<file path="src/rtl/clk_ctrl_unit_pkg.sv">
// Shared mode codes, FSM state encodings and reset divisor for the processor
// clock control unit.
package clk_ctrl_unit_pkg;

    localparam logic [1:0] MODE_HALT = 2'b00;
    localparam logic [1:0] MODE_RUN  = 2'b01;
    localparam logic [1:0] MODE_STEP = 2'b10;

    localparam logic [1:0] ST_HALT      = 2'b00;
    localparam logic [1:0] ST_RUN       = 2'b01;
    localparam logic [1:0] ST_STEP_WAIT = 2'b10;
    localparam logic [1:0] ST_STEP_FIRE = 2'b11;

    localparam int DEFAULT_DIV_VAL = 104166;

    // State a mode request leads to once the current state may be left;
    // the reserved code 11 behaves as HALT.
    function automatic logic [1:0] mode_target(input logic [1:0] mode_val);
        logic [1:0] st;
        case (mode_val)
            MODE_RUN:  st = ST_RUN;
            MODE_STEP: st = ST_STEP_WAIT;
            default:   st = ST_HALT;
        endcase
        return st;
    endfunction

endpackage

</file>
<file path="src/rtl/clk_ctrl_unit_step_edge_sync.sv">
// Synchronizer chain for the asynchronous step button plus a rising-edge
// detector producing a single-cycle pulse.
module clk_ctrl_unit_step_edge_sync #(
    parameter int SYNC_STAGES = 2
) (
    input  logic clk_in,
    input  logic reset,
    input  logic step_i,
    output logic pulse_o
);

    logic [SYNC_STAGES-1:0] sync_q;
    logic [SYNC_STAGES-1:0] sync_d;
    logic                   edge_q;

    assign sync_d[0] = step_i;

    genvar gi;
    generate
        for (gi = 1; gi < SYNC_STAGES; gi++) begin : g_chain
            assign sync_d[gi] = sync_q[gi-1];
        end
    endgenerate

    always_ff @(posedge clk_in or negedge reset) begin
        if (!reset) begin
            sync_q <= '0;
            edge_q <= 1'b0;
        end else begin
            sync_q <= sync_d;
            edge_q <= sync_q[SYNC_STAGES-1];
        end
    end

    assign pulse_o = sync_q[SYNC_STAGES-1] & ~edge_q;

endmodule

</file>
<file path="src/rtl/clk_ctrl_unit.sv">
// Processor clock sequencer: HALT / free-running RUN / single STEP, with a
// runtime-reloadable divisor and a tick aligned to every clk_out rise.
module clk_ctrl_unit
    import clk_ctrl_unit_pkg::*;
#(
    parameter int CNT_W       = 20,
    parameter int DEFAULT_DIV = DEFAULT_DIV_VAL,
    parameter int SYNC_STAGES = 2
) (
    input  logic             clk_in,
    input  logic             reset,
    input  logic [1:0]       mode,
    input  logic             step_req,
    input  logic             div_load,
    input  logic [CNT_W-1:0] div_value,
    output logic             div_ack,
    output logic             div_err,
    output logic             clk_out,
    output logic             tick,
    output logic [1:0]       state
);

    logic [1:0]       state_q, state_d;
    logic [CNT_W-1:0] cnt_q, cnt_d;
    logic [CNT_W-1:0] div_q, div_d;
    logic [CNT_W-1:0] pend_val_q, pend_val_d;
    logic             pend_valid_q, pend_valid_d;
    logic             clk_q, clk_d;
    logic             tick_q, tick_d;
    logic             ack_q, ack_d;
    logic             err_q, err_d;

    logic             step_pulse;
    logic             wrap;
    logic             load_ok;
    logic [CNT_W-1:0] div_m1;

    clk_ctrl_unit_step_edge_sync #(
        .SYNC_STAGES(SYNC_STAGES)
    ) u_step_sync (
        .clk_in (clk_in),
        .reset  (reset),
        .step_i (step_req),
        .pulse_o(step_pulse)
    );

    assign div_m1  = div_q - CNT_W'(1);
    assign wrap    = (state_q == ST_RUN) && (cnt_q == div_m1);
    assign load_ok = div_load && (div_value >= CNT_W'(2));

    always_comb begin
        state_d = state_q;
        cnt_d   = cnt_q;
        clk_d   = clk_q;
        tick_d  = 1'b0;
        case (state_q)
            ST_HALT: begin
                clk_d = 1'b0;
                cnt_d = '0;
                if (mode == MODE_RUN || mode == MODE_STEP)
                    state_d = mode_target(mode);
            end
            ST_RUN: begin
                // Leave only on a falling edge (or when sitting at the start
                // of a low phase) so no shortened high pulse ever escapes.
                if (mode != MODE_RUN && !clk_q && cnt_q == '0) begin
                    state_d = mode_target(mode);
                end else if (wrap) begin
                    cnt_d  = '0;
                    clk_d  = ~clk_q;
                    tick_d = ~clk_q;
                    if (clk_q && mode != MODE_RUN)
                        state_d = mode_target(mode);
                end else begin
                    cnt_d = cnt_q + CNT_W'(1);
                end
            end
            ST_STEP_WAIT: begin
                clk_d = 1'b0;
                cnt_d = '0;
                if (mode != MODE_STEP) begin
                    state_d = mode_target(mode);
                end else if (step_pulse) begin
                    state_d = ST_STEP_FIRE;
                    clk_d   = 1'b1;
                    tick_d  = 1'b1;
                end
            end
            default: begin
                clk_d   = 1'b0;
                cnt_d   = '0;
                state_d = mode_target(mode);
            end
        endcase
    end

    // While running, a new divisor waits for the next wrap so the current
    // half-period is never cut short; a later load simply replaces it.
    always_comb begin
        div_d        = div_q;
        pend_val_d   = pend_val_q;
        pend_valid_d = pend_valid_q;
        ack_d        = 1'b0;
        err_d        = div_load && (div_value < CNT_W'(2));
        if (state_q == ST_RUN) begin
            if (wrap && (load_ok || pend_valid_q)) begin
                div_d        = load_ok ? div_value : pend_val_q;
                ack_d        = 1'b1;
                pend_valid_d = 1'b0;
            end else if (load_ok) begin
                pend_val_d   = div_value;
                pend_valid_d = 1'b1;
            end
        end else if (load_ok) begin
            div_d        = div_value;
            ack_d        = 1'b1;
            pend_valid_d = 1'b0;
        end else if (pend_valid_q) begin
            div_d        = pend_val_q;
            ack_d        = 1'b1;
            pend_valid_d = 1'b0;
        end
    end

    always_ff @(posedge clk_in or negedge reset) begin
        if (!reset) begin
            state_q      <= ST_HALT;
            cnt_q        <= '0;
            div_q        <= CNT_W'(DEFAULT_DIV);
            pend_val_q   <= '0;
            pend_valid_q <= 1'b0;
            clk_q        <= 1'b0;
            tick_q       <= 1'b0;
            ack_q        <= 1'b0;
            err_q        <= 1'b0;
        end else begin
            state_q      <= state_d;
            cnt_q        <= cnt_d;
            div_q        <= div_d;
            pend_val_q   <= pend_val_d;
            pend_valid_q <= pend_valid_d;
            clk_q        <= clk_d;
            tick_q       <= tick_d;
            ack_q        <= ack_d;
            err_q        <= err_d;
        end
    end

    assign clk_out = clk_q;
    assign tick    = tick_q;
    assign div_ack = ack_q;
    assign div_err = err_q;
    assign state   = state_q;

endmodule

</file>
<file path="config.mk">
export PLATFORM = sky130hd
export DESIGN_NAME = clk_ctrl_unit
export DESIGN_NICKNAME = d
export VERILOG_FILES = /design/src/rtl/clk_ctrl_unit_pkg.sv /design/src/rtl/clk_ctrl_unit_step_edge_sync.sv /design/src/rtl/clk_ctrl_unit.sv
export SDC_FILE = /design/constraint.sdc
export NUM_CORES = 1
export LEC_CHECK = 0
export BUFFER_PORTS_ARGS = -buffer_cell sky130_fd_sc_hd__clkbuf_2
export CAP_MARGIN = 20
export CELL_PAD_IN_SITES_DETAIL_PLACEMENT = 1
export CELL_PAD_IN_SITES_GLOBAL_PLACEMENT = 1
export CORE_MARGIN = 1.5
export CORE_UTILIZATION = 51
export DETAILED_ROUTE_END_ITERATION = 10
export GPL_TIMING_DRIVEN = 0
export PLACE_DENSITY_LB_ADDON = 0.1
export SETUP_SLACK_MARGIN = 0.2
export SYNTH_ARGS = -nofsm -noshare
export SYNTH_HDL_FRONTEND = slang
export SYNTH_HIERARCHICAL = 1
export SYNTH_SLANG_ARGS = --single-unit
</file>
<file path="constraint.sdc">
create_clock -name clk_in -period 5.6 [get_ports clk_in]
set_clock_uncertainty 0.1 [all_clocks]
set_input_delay 1.12 -clock clk_in [delete_from_list [all_inputs] [get_ports clk_in]]
set_output_delay 1.12 -clock clk_in [all_outputs]
set_load 0.1 [all_outputs]
</file>
==> flow_metrics.tcl, run 1 <==
set metrics [dict create \
    status "finished, final reports clean" \
    switching_share_pct 36.5 \
    synth_area_leaders "dfrtp_1 (38%), mux2_4 (7.6%), dfstp_2 (6.7%)" \
    ioPinCount 32 \
    path_class "flop to flop" \
    synth.most_common_cell "dfrtp_1" \
    power_switching_uw 758 \
    synth_top_area_share_pct 38.2 \
    crit_path_cell_trace "inv_1 -> ha_1 -> or4b_1 -> clkbuf_1 -> or4_1 -> o21ai_1 -> a32oi_1 -> or4_4 -> o31ai_4 -> nand2_2 -> clkinv_2 -> buf_4 -> a2bb2oi_1" \
    dp_hpwl_um 7160 \
    wl_met1_um 4750 \
    gp_congestion 0.801 \
    avgViaCountPerCell 5.84 \
    dr_wl_met3_um 257 \
    synth-seq-area-share_pct 44.8 \
    cts_resized 0 \
    min_period_over_period_pct 71.9 \
    cts_tree "done" \
    hold_viol_final 0 \
    vias 3038 \
    io_buffers 31 \
    syn_area_um2 3940 \
    cts_sinks 70 \
    irDropWorstVdd_mv 0.307 \
    p_int_mw 1.32 \
    grt_max_degree 43 \
    tightest_slew_ps 575 \
    track_usage_pct 25.8 \
    cp_slowest_cell "or4_4" \
    drv_cap 0 \
    cts_htree_levels 3 \
    crit_required_ps 5770 \
    row_count 31 \
    cts_made_buffers 9 \
    cts_hold_buf 0 \
    wl_per_cell_um 19.0 \
    dr.pass1.iters 4 \
    drtIter0Drc 109 \
    drive_above_1_share_pct 21.9 \
    die_h_um 90.8 \
    wl_met2_um 4770 \
    ys_top_cells_by_count "dfrtp_1 (60), nor2_1 (35), xnor2_1 (27), mux2_4 (20), nand2_1 (20)" \
    cts_setup_buffers 0 \
    postLayoutSetupSlackWorst_ps 1580 \
    post-place-ws_ps 1650 \
    ctsLongestPathBuffers 2 \
    die_w_um 90.8 \
    root_buffer "clkbuf_8" \
    synthCells 373 \
    yosysWarnings 6 \
    synth_area_leader_cell "dfrtp_1" \
    rsz0062_at_grt "no" \
    setup.worst_path.end_class "flop" \
    maxSlewHeadroom_pct 61.6 \
    syn_area_per_cell_um2 10.5 \
    dr.max_layer_used "met4" \
    fp.dieArea_um2 8250 \
    leakage_nw 1.87 \
    drv_slew 0 \
    finalWirelength_um 9890 \
    clock_latency_ps 350 \
    power.density_nw_per_um2 464 \
    finalSetupTns_ps 0 \
    synthArstFlopShare_pct 100 \
    grt_overflow 0 \
    drcViolationCount 0 \
    grt_pass1_wl_um 16800 \
    first_global_vias 3279 \
    syn_to_final_growth_pct 13.5 \
    syn-num-nets 408 \
    fmax_mhz 248 \
    ys_ff_latch 70 \
    core_area_um2 7370 \
    postRouteAntennaNets 0 \
    slowest_delay_ps 610 \
    yosys_most_used_dff "dfrtp_1" \
    worstPathMaxFanout 10 \
    hold_path_class "flop to flop" \
    p_comb_share_pct 35.8 \
    finalSetupViolCount 0 \
    seq_power_share_pct 41.2 \
    critPathArrivalTime_ps 4190 \
    clk_pin_slew_ps 90 \
    yosysUniqueCellTypes 50 \
    fin_nets 451 \
    min_period_ps 4020 \
    initial_utilization_pct 53.4 \
    synth_edf_count 0 \
    antenna_found_initial 1 \
    critPathLaunchType "flop" \
    clkPwrFrac_pct 22.9 \
    insertedDiodeCount 0 \
]
logic make-up after synthesis:
kind of cell / count (synthesis) / share of synthesized area [%]
compound gates: 65 / 12.0
fa+ha+maj: 9 / 2.86
buf+inv: 30 / 3.37
mux: 27 / 9.51
simple gates: 131 / 18.3
xor+xnor: 41 / 9.13
flops: 70 / 44.8
cell type report:
type	count	area [µm²]
timing repair buffer	32	178
clock inverter	6	92.6
clock buffer	10	138
tap	99	124
fill	816	2900
sequential	70	1760
buffer	15	75.1
inverter	15	57.6
multi-input combinational	273	2040
sequential cells by signal (all words and copies together), names as in the netlist:
register            flops
div_err                 1
state                   2
pend_valid_q            1
u_step_sync/sync_q      2
tick                    1
u_step_sync/edge_q      1
cnt_q                  20
div_ack                 1
pend_val_q             20
div_q                  20
clk_out                 1
through the flow:
| step | cells | total power [mW] | area, µm² | hold WS (ps) | util, % |
|---|---|---|---|---|---|
| after detailed placement | 504 | 1.59 | 4240 | 243 | 57.5 |
| after global routing | 520 | 2.19 | 4470 | 265 | 60.6 |
| after floorplan | 373 | 1.40 | 3940 | 231 | - |
| after CTS | 520 | 2.08 | 4470 | 262 | 60.6 |
| after global placement | 503 | 1.56 | 4210 | 238 | 57.2 |
| final | 520 | 2.07 | 4470 | 258 | 60.6 |
layout by cell type (no fill, tap or decap), types with 3 or more instances in the layout:
cell / count
dfrtp_1: 60
nor2_1: 35
clkbuf_2: 30
xnor2_1: 27
nand2_1: 20
mux2_4: 20
o22ai_1: 17
nor4_1: 16
a2bb2oi_1: 15
inv_1: 14
xor2_1: 14
clkbuf_1: 12
nand3_1: 12
clkbuf_8: 10
dfstp_2: 10
o21ai_0: 9
ha_1: 9
nand2b_1: 6
nor3_1: 5
nor4b_1: 5
or4_1: 5
a21oi_1: 5
and3_1: 5
a22o_1: 5
nand4_1: 4
and2_1: 4
mux2i_1: 4
nand3b_1: 3
mux2_2: 3
a22oi_1: 3
critical path, delay by kind of cell, from the launching register on:
family / cells / cell delay [ps]
and+or+nand+nor: 4 / 1750
AOI/OAI and AO/OA: 4 / 810
buffers and inverters: 4 / 640
DFF: 1 / 420
adders and majority gates: 1 / 220
routing by layer:
metal  GRT usage, %  up-vias
met5              0        -
li1               -     1433
met3           4.46       10
met2           42.4       38
met1           35.4     1557
met4           6.38        0
power by group through the flow:
stage,combinational (mW),sequential (mW),clock [mW]
3_3_place_gp,0.704,0.852,0
4_1_cts,0.746,0.854,0.485
2_1_floorplan,0.527,0.875,0
6_report,0.743,0.856,0.476
3_5_place_dp,0.734,0.859,0
5_1_grt,0.804,0.883,0.500
path summary, 6_finish.rpt:
check | startpoint | end | slack [ps] | cells after the start
max | div_q[0]$_DFFE_PN0P_ | div_q[17]$_DFFE_PN0P_ | 1580 | 13
min | u_step_sync/sync_q[0]$_DFF_PN0_ | u_step_sync/sync_q[1]$_DFF_PN0_ | 260 | 0
max reg2reg | div_q[0]$_DFFE_PN0P_ | div_q[17]$_DFFE_PN0P_ | 1580 | 13
min reg2reg | u_step_sync/sync_q[0]$_DFF_PN0_ | u_step_sync/sync_q[1]$_DFF_PN0_ | 260 | 0
max in group asynchronous | reset | div_q[5]$_DFFE_PN1P_ | 4160 | 2
min in group asynchronous | reset | pend_val_q[5]$_DFFE_PN0P_ | 620 | 1
Power figures use the tool's default switching activity.
==> run 2, diff against run 1 <==
--- a/config.mk
+++ b/config.mk
@@ -10,7 +10,7 @@
 export CELL_PAD_IN_SITES_DETAIL_PLACEMENT = 1
 export CELL_PAD_IN_SITES_GLOBAL_PLACEMENT = 1
 export CORE_MARGIN = 1.5
-export CORE_UTILIZATION = 51
+export CORE_UTILIZATION = 43
 export DETAILED_ROUTE_END_ITERATION = 10
 export GPL_TIMING_DRIVEN = 0
 export PLACE_DENSITY_LB_ADDON = 0.1
==> constraint.sdc (replaced) <==
create_clock -name clk_in -period 3.7 [get_ports clk_in]
set_clock_uncertainty 0.1 [all_clocks]
set_input_delay 0.74 -clock clk_in [delete_from_list [all_inputs] [get_ports clk_in]]
set_output_delay 0.74 -clock clk_in [all_outputs]
set_load 0.1 [all_outputs]
==> run 2 against run 1 <==
The flow now finishes with violations (design-rule violations). Cell area increased by 7.7%. Critical path depth up 2. Routed wire length rose by 1.6%. Count of clock-buffer cells in the layout unchanged. Clock power is 48% higher. Global-route usage is 4.0 points lower. First-iteration DRC count is 14% lower. Critical endpoint is now div_q[19]$_DFFE_PN0P_. Highest routed layer unchanged.
==> flow_metrics.tcl, run 2 (same netlist as run 1, synthesis figures left out) <==
set metrics [dict create \
    status "finished with violations" \
    violations "design-rule violations" \
    min_period_ps 3530 \
    worstReg2RegEnd "div_q[19]$_DFFE_PN0P_" \
    track_usage_pct 21.8 \
    cts_made_buffers 9 \
    fin_nets 465 \
    vias 3099 \
    rr_startpoint "div_q[0]$_DFFE_PN0P_" \
    first_global_vias 3257 \
    fp.dieArea_um2 9730 \
    finalSetupViolCount 0 \
    maxSlewHeadroom_pct 64.1 \
    final_common_cell "dfrtp_1" \
    gp_congestion 0.774 \
    hold_viol_final 0 \
    fmax_mhz 283 \
    ioPinCount 32 \
    min_period_over_period_pct 95.5 \
    row_count 34 \
    core_area_um2 8810 \
    cts_sinks 70 \
    irDropWorstVdd_mv 0.366 \
    fin_cells 543 \
    insertedDiodeCount 0 \
    grt_pass1_wl_um 16500 \
    antenna_found_initial 0 \
    final_core_util_pct 54.6 \
    drcViolationCount 2 \
    die_w_um 98.7 \
    crit_required_ps 3860 \
    finalWirelength_um 10000 \
    largestRegisters "cnt_q: 20 flops, div_q: 20 flops, pend_val_q: 20 flops" \
    mostFrequentLayoutCells "dfrtp_1 (60), nor2_1 (34), clkbuf_2 (32)" \
    hold_path_class "input pin to asynchronous set/reset pin" \
    cts_tree "done" \
    worstPathMaxFanout 6 \
    path_class "flop to flop" \
    p_comb_share_pct 40.0 \
    placed_cell_area_um2 4260 \
    tightest_slew_ps 540 \
    ctsLongestPathBuffers 2 \
    critPathLaunchType "flop" \
    reg2regPathDepth 15 \
    drv_cap 0 \
    die_h_um 98.7 \
    postRouteAntennaNets 0 \
    leakage_nw 2.00 \
    syn_to_final_growth_pct 22.2 \
    grt_overflow 0 \
    clock_latency_ps 360 \
    cts_hold_buf 0 \
    dr.pass1.iters 7 \
    rsz0062_at_grt "yes" \
    avgViaCountPerCell 5.71 \
    setup.worst_path.end_class "flop" \
    switching_share_pct 36.5 \
    root_buffer "clkbuf_8" \
    dp_hpwl_um 6910 \
    drv_slew 0 \
    seq_power_share_pct 39.0 \
    fillers 963 \
    clk_pin_slew_ps 90 \
    regToRegSetupSlack_ps 170 \
    cts_htree_levels 3 \
    initial_utilization_pct 44.7 \
    grt_max_degree 66 \
    power_switching_mw 1.23 \
    placedCellCount 513 \
    io_buffers 31 \
    clkPwrFrac_pct 21.0 \
    final_area_um2 4810 \
    drive_above_1_share_pct 30.1 \
    p_int_mw 2.13 \
    drtIter0Drc 94 \
    power.density_nw_per_um2 698 \
    critPathArrivalTime_ps 3690 \
    wl_per_cell_um 18.5 \
]
==> run 2: cell count changes in the layout (fill, tap and decap cells not counted), moves of 4 or more <==
cell	delta
or4_1	-4
a2bb2oi_2	+4
buf_4	+8
a2bb2oi_1	-4
or4_4	+4
clkbuf_1	-4
==> run 2: worst max path at each step <==
stage                                 to                  from  slack, ps  depth (start not counted)
3_5_place_dp       div_q[14]$_DFFE_PN0P_  div_q[0]$_DFFE_PN0P_       -240                         13
6_report           div_q[19]$_DFFE_PN0P_  div_q[0]$_DFFE_PN0P_        170                         15
3_3_place_gp       div_q[15]$_DFFE_PN1P_  div_q[0]$_DFFE_PN0P_       -150                         13
4_1_cts            div_q[14]$_DFFE_PN0P_  div_q[0]$_DFFE_PN0P_        170                         15
2_1_floorplan  pend_val_q[0]$_DFFE_PN0P_  div_q[0]$_DFFE_PN0P_        230                         12
5_1_grt            div_q[19]$_DFFE_PN0P_  div_q[0]$_DFFE_PN0P_         50                         15
==> run 2: timing repair <==
| action | CTS | global route |
|---|---|---|
| setup endpoints to repair | 64 | 53 |
| pin swaps | 2 | 0 |
| setup buffers | 9 | 2 |
| gates resized for setup | 32 | 17 |
| cloned | 2 | 1 |
==> run 2: area by class of cell <==
type | count | area [µm²] | area share, %
multi-input cells | 273 | 2170 | 45.2
flip-flops and latches | 70 | 1760 | 36.7
repair buffers | 46 | 339 | 7.05
well taps | 108 | 135 | 2.81
clock buffers | 10 | 128 | 2.65
plain buffers | 15 | 108 | 2.24
clock inverters | 6 | 93.8 | 1.95
inverters | 15 | 68.8 | 1.43
==> run 2: power by group through the flow <==
stage / logic, mW / clock network [mW] / registers (mW)
final: 1.34 / 0.705 / 1.31
after global routing: 1.45 / 0.743 / 1.34
after CTS: 1.27 / 0.716 / 1.29
after detailed placement: 1.11 / 0 / 1.30
after global placement: 1.07 / 0 / 1.29
after floorplan: 0.800 / 0 / 1.32
==> run 2: per-stage QoR <==
step / hold slack, ps / total power, mW / setup TNS [ps] / worst slack [ps]
detailed placement: 243 / 2.40 / -6520 / -236
CTS: 117 / 3.27 / 0 / 169
global route: 121 / 3.54 / 0 / 46.2
finish: 125 / 3.36 / 0 / 166
global placement: 244 / 2.36 / -3480 / -147
floorplan: 231 / 2.12 / 0 / 231
==> run 2: critical path: stages (launching register included) <==
cell	delay, ps
dfrtp_1	400
inv_2	80
ha_4	130
or4b_4	460
buf_8	150
or4_4	470
o21ai_2	120
a32oi_1	130
or4_4	480
o31ai_4	190
buf_6	160
buf_6	130
nand2_8	70
clkinv_8	80
buf_8	110
a2bb2oi_1	180
==> run 2: layer usage <==
metal  share of wire (%)  vias to the layer above  global-route usage [%]
met3                 2.6                       13                    3.83
met1                  44                     1564                    27.5
met2                  52                       51                    38.3
met5                   0                        -                       0
met4                 1.5                        0                    6.59
li1                    -                     1471                       -
